===== src/rtl/piso_tx.sv =====
// Parallel-in/serial-out transmitter with a one-word holding buffer.
// Words stream out one bit per clock with sof/eof framing and no gap between back-to-back words.
module piso_tx #(
    parameter int WIDTH     = 4,
    parameter bit MSB_FIRST = 1'b1
) (
    input  logic             clk,
    input  logic             rst_n,
    input  logic [WIDTH-1:0] din,
    input  logic             load_valid,
    output logic             load_ready,
    output logic             serial_out,
    output logic             serial_valid,
    output logic             sof,
    output logic             eof
);

    localparam int            CW   = $clog2(WIDTH);
    localparam logic [CW-1:0] LAST = CW'(WIDTH - 1);

    typedef enum logic {
        IDLE  = 1'b0,
        SHIFT = 1'b1
    } state_t;

    state_t           state;
    logic [WIDTH-1:0] shreg;
    logic [WIDTH-1:0] hold;
    logic [CW-1:0]    cnt;
    logic             hold_full;

    logic             active;
    logic             accept;
    logic             last_bit;
    logic             head_bit;

    assign active   = (state == SHIFT);
    assign accept   = load_valid & ~hold_full;
    assign last_bit = active && (cnt == LAST);
    assign head_bit = MSB_FIRST ? shreg[WIDTH-1] : shreg[0];

    // Every output is decoded from registers, so reset clears them without waiting for a clock.
    assign load_ready   = ~hold_full;
    assign serial_valid = active;
    assign serial_out   = active & head_bit;
    assign sof          = active && (cnt == '0);
    assign eof          = last_bit;

    always_ff @(posedge clk or negedge rst_n) begin
        if (!rst_n) begin
            state     <= IDLE;
            shreg     <= '0;
            hold      <= '0;
            cnt       <= '0;
            hold_full <= 1'b0;
        end else if (!active) begin
            if (accept) begin
                shreg <= din;
                cnt   <= '0;
                state <= SHIFT;
            end
        end else if (last_bit) begin
            // The held word takes priority; hold_full also blocks any new accept this cycle.
            if (hold_full) begin
                shreg     <= hold;
                hold_full <= 1'b0;
                cnt       <= '0;
            end else if (accept) begin
                shreg <= din;
                cnt   <= '0;
            end else begin
                state <= IDLE;
            end
        end else begin
            if (MSB_FIRST) begin
                shreg <= {shreg[WIDTH-2:0], 1'b0};
            end else begin
                shreg <= {1'b0, shreg[WIDTH-1:1]};
            end
            cnt <= cnt + CW'(1);
            if (accept) begin
                hold      <= din;
                hold_full <= 1'b1;
            end
        end
    end

endmodule

===== config.mk =====
export PLATFORM = sky130hd
export DESIGN_NAME = piso_tx
export DESIGN_NICKNAME = d
export VERILOG_FILES = /design/src/rtl/piso_tx.sv
export SDC_FILE = /design/constraint.sdc
export NUM_CORES = 1
export LEC_CHECK = 0
export ABC_AREA = 1
export BUFFER_PORTS_ARGS = -buffer_cell sky130_fd_sc_hd__buf_4
export CORE_AREA = 2 2 39 41
export DETAILED_ROUTE_END_ITERATION = 8
export DIE_AREA = 0 0 41 43
export GPL_TIMING_DRIVEN = 0
export PLACE_DENSITY = 0.71
export SLEW_MARGIN = 20
export SYNTH_ARGS = -nofsm -noshare
export SYNTH_HDL_FRONTEND = slang
export SYNTH_SLANG_ARGS = --single-unit

===== constraint.sdc =====
create_clock -name clk -period 3.7 [get_ports clk]
set_clock_uncertainty 0.1 [all_clocks]
set_input_delay 0.74 -clock clk [delete_from_list [all_inputs] [get_ports clk]]
set_output_delay 0.74 -clock clk [all_outputs]
set_load 0.05 [all_outputs]

**After elaboration in Yosys (flattened, before gate mapping)**

Index checks and enable logic that the tools add are counted.

- Add/sub/neg operators: 1
- Equal/unequal tests: 1
- Muxes and demuxes: 14
- Bitwise logic cells: 4
- Reductions and logical operators: 6

Operators by type and width:

| kind | count |
|---|---|
| 4-bit 2-to-1 mux | 4 |
| 2-bit 2-to-1 mux | 4 |
| 1-bit 2-to-1 mux | 6 |
| 3-bit AND reduction | 1 |
| 2-bit by 1-bit adder with 2-bit output, second input constant | 1 |
| 1-bit bitwise AND | 2 |
| 2-bit == test, second input constant | 1 |
| 1-bit logical AND | 2 |
| 2-bit logical NOT | 1 |
| 1-bit NOT | 2 |
| 2-bit AND reduction | 1 |
| 2-bit nonzero test | 1 |

- Register bits: 12
- Output and inout bits: 5
- Logic and storage cells: 31

**Logic depth before layout (Yosys ltp)**

- Depth after elaboration: 6
- Gate-level depth with buffers: 7

**Worst setup path after synthesis**

Ideal clock, no wire load.

- Path kind: register to output
- Start: reg state (netlist: serial_valid)
- End: out eof
- Arrival time: 1.146 ns
- Required time: 2.860 ns
- Setup slack: 1.714 ns
- Cell stages (with the launch flop): 3
- Path buffers: 0
- Cells stage by stage: dfrtp_1 -> nand2_1 -> inv_2

- Word-level cells in the longest chain between the ends: 1

RTL lines:

| what | RTL line | text |
|---|---|---|
| start, declared | 26 | `state_t state;` |
| start signal, assigned | 51 | `state <= IDLE;` |
| start signal, assigned | 60 | `state <= SHIFT;` |
| start signal, assigned | 72 | `state <= IDLE;` |
| 1-bit logical AND | 39 | `assign last_bit = active && (cnt == LAST);` |
| end, declared | 15 | `output logic eof` |

No other way between the ends.

**Worst setup path after layout**

- Start: reg cnt[0]
- End: out eof

- Word-level cells in the longest chain between the ends: 2

RTL lines:

| what | RTL line | text |
|---|---|---|
| start, declared | 29 | `logic [CW-1:0] cnt;` |
| start signal, assigned | 80 | `cnt <= cnt + CW'(1);` |
| 2-bit == test | 39 |  |
| 1-bit logical AND | 39 |  |

No other way between the ends.

==> results by group <==
Placement
  – Dpl cells: 119
  – I/O Buffers: 11
  – GP Congestion: 0.788
  – Dpl hpwl: between 1000 and 1500 um

Yosys
  – Mapped Cells: 92
  – Seq/Total Area, Yosys: 43.0%
  – #FFs+latches synth: 12
  – Syn. warnings: 0
  – Synthesized Nets: roughly 100
  – Cell Area, Synth: 698 um^2
  – Mean post-synth cell area: 7.59 um^2
  – Unique masters post-synth: 13

CTS
  – Later-pin clock latency in the skew report: 0.28 ns
  – Sink Count: 12
  – CTS Root Cell: clkbuf_4
  – CTS resizes: 0
  – H-tree levels: 1
  – Setup Buffers After CTS: 0
  – Hold buffers post-CTS: 0
  – Clk buf depth: 2
  – Clock-pin slew on the worst setup and hold paths: 0.09 ns
  – TritonCTS clock tree: yes
  – CTS buffer count: 3

Power
  – Pwr dens: 941 nW/um^2
  – VDD IR-drop max: 0.000581 V
  – Power, Total: roughly 0.79 mW
  – Leak pwr: 0.462 nW

GRT
  – Busiest grt layer: met2
  – First-pass GRT wire length: about 2500 um
  – GRT met1 Usage: 26.9%
  – Initial antenna violation count: 0
  – M3 GR Usage: under 10%
  – Met2 GRT Util: 32.2%
  – GRT Util Overall: 20.5%
  – Grt ovf: 0
  – Largest net degree at the start of global routing: 13
  – Vias in the first global route: about 580

Drt
  – DRC: 0
  – Vias/cell: 4.93
  – Antenna Nets Post-Route: 0
  – Initial DRC Count: 13
  – First-pass detailed-route iteration total: 5
  – Detailed Route WL: 1390 um
  – Via count: 606
  – DR WL/cell: around 11 um

STA
  – Final setup viols: 0
  – Slew HR: 73.9%
  – Fin. max-slew vios: 0
  – Setup TNS: 0 ns
  – Min Tclk post-route: between 2 and 2.5 ns
  – Slew of the pin with the lowest slew margin: approximately 0.4 ns
  – Final hold vios: 0
  – Final cycle utilization of the critical path: 60.2%
  – RSZ-0062 raised after global routing: false
  – Max frequency: 0.449 GHz

Critical path
  – Setup CP Type: reg -> out
  – Critical-path cell list: ha_1 > nand2_1 > inv_2 > buf_4
  – CP Data Arrival Time: about 1.4 ns
  – CP max FO: 5
  – CP startpoint kind: register
  – Critical Path Sink Type: primary output
  – Critical Path RT: 2.86 ns
  – Max stage delay on crit path: 0.43 ns
  – Crit path buffers/inverters: 2
  – Critical path's slowest cell: dfrtp_1
  – CP top delay family: flip-flops

Layout
  – # diodes: 0
  – Area growth syn-to-layout: 19.9%
  – NumNets Final: approximately 120
  – Most common cell after layout, fill and taps aside: nand2_1
  – Most frequent cells in the layout: nand2_1, nand3_1, dfrtp_1, buf_4, nor2_1
  – Layout cells sized above 1: 28.0%
  – Post-Layout Cell Count: ~120

Floorplan
  – Die width: 41 um
  – CORE AREA: 1380 um^2
  – Row count: 14
  – Initial Utilization: 50.5%
  – Die H: 43 um
  – # IOs: 12
  – Die ar.: around 1800 um^2

Hold path
  – Worst hold path type: in -> async

Job
  – Max_cap viols: 0

Run status
  – Status: completed
worst paths after layout:
path,slack [ns],to,startpoint,cells after the start
worst max-delay path,1.47,eof,cnt[0],4
worst min-delay path,0.18,cnt[1],rst_n,1
worst max register to register,2.29,hold[2],cnt[0],7
worst min register to register,0.39,hold[1],hold[1],2
max in group asynchronous,3.15,hold[1],rst_n,1
min in group clk,0.39,hold[1],hold[1],2
report_power, final:
| part | internal (mW) | switching, mW | leakage [nW] | total, mW |
|---|---|---|---|---|
| sequential | 0.191 | 0.0607 | 0.149 | 0.251 |
| clock | 0.0597 | 0.0473 | 0.0210 | 0.107 |
| combinational | 0.137 | 0.293 | 0.292 | 0.430 |
| total | 0.387 | 0.401 | 0.462 | 0.788 |
cells in the mapped netlist:
cell     count  share of area [%]
inv_1        8                4.3
nand3_1     13                9.3
inv_6        1                1.3
dfrtp_1     12                 43
nor2_1      10                5.4
ha_1         2                3.6
inv_2        3                1.6
o21ai_1      2                1.4
a21oi_1      1               0.72
nand2_1     29                 16
nand2_2      8                7.2
nand2_8      2                5.7
inv_4        1               0.90
sequential cells by signal, indices dropped and copies added, names as in the netlist:
| name | cells |
|---|---|
| hold | 4 |
| shreg | 4 |
| cnt | 2 |
| hold_full | 1 |
| serial_valid | 1 |
per-layer routing:
layer  share of wire, %  vias to the layer above
met4               0.86                        0
met1                 44                      275
met5                  0                        -
met2                 51                       17
met3                3.5                        2
li1                   -                      312
layout make-up:
class                      count  area [um^2]
clock buffer                   4         36.3
multi-input combinational     67          342
inverter                      13         56.3
tap                           16         20.0
fill                         133          547
sequential                    12          300
timing repair buffer          11         82.6
kinds of logic after synthesis:
| kind of cell | Yosys count | share of synthesized area [%] |
|---|---|---|
| AND/OR/NAND/NOR | 62 | 43.2 |
| flip-flops | 12 | 43.0 |
| buffers and inverters | 13 | 8.07 |
| AO/OA/AOI/OAI | 3 | 2.15 |
| adder cells (fa/ha/maj) | 2 | 3.58 |
per-stage QoR:
step / setup slack, ns / instance area [um^2] / utilization (%) / hold slack [ns]
finish: 1.47 / 837 / 60.5 / 0.182
CTS: 1.46 / 837 / 60.5 / 0.194
detailed placement: 1.76 / 801 / 57.9 / 0.373
global route: 1.36 / 837 / 60.5 / 0.179
floorplan: 1.71 / 698 / - / 0.344
global placement: 1.79 / 801 / 57.9 / 0.370
Note: power is estimated with default switching activity, not from simulation.
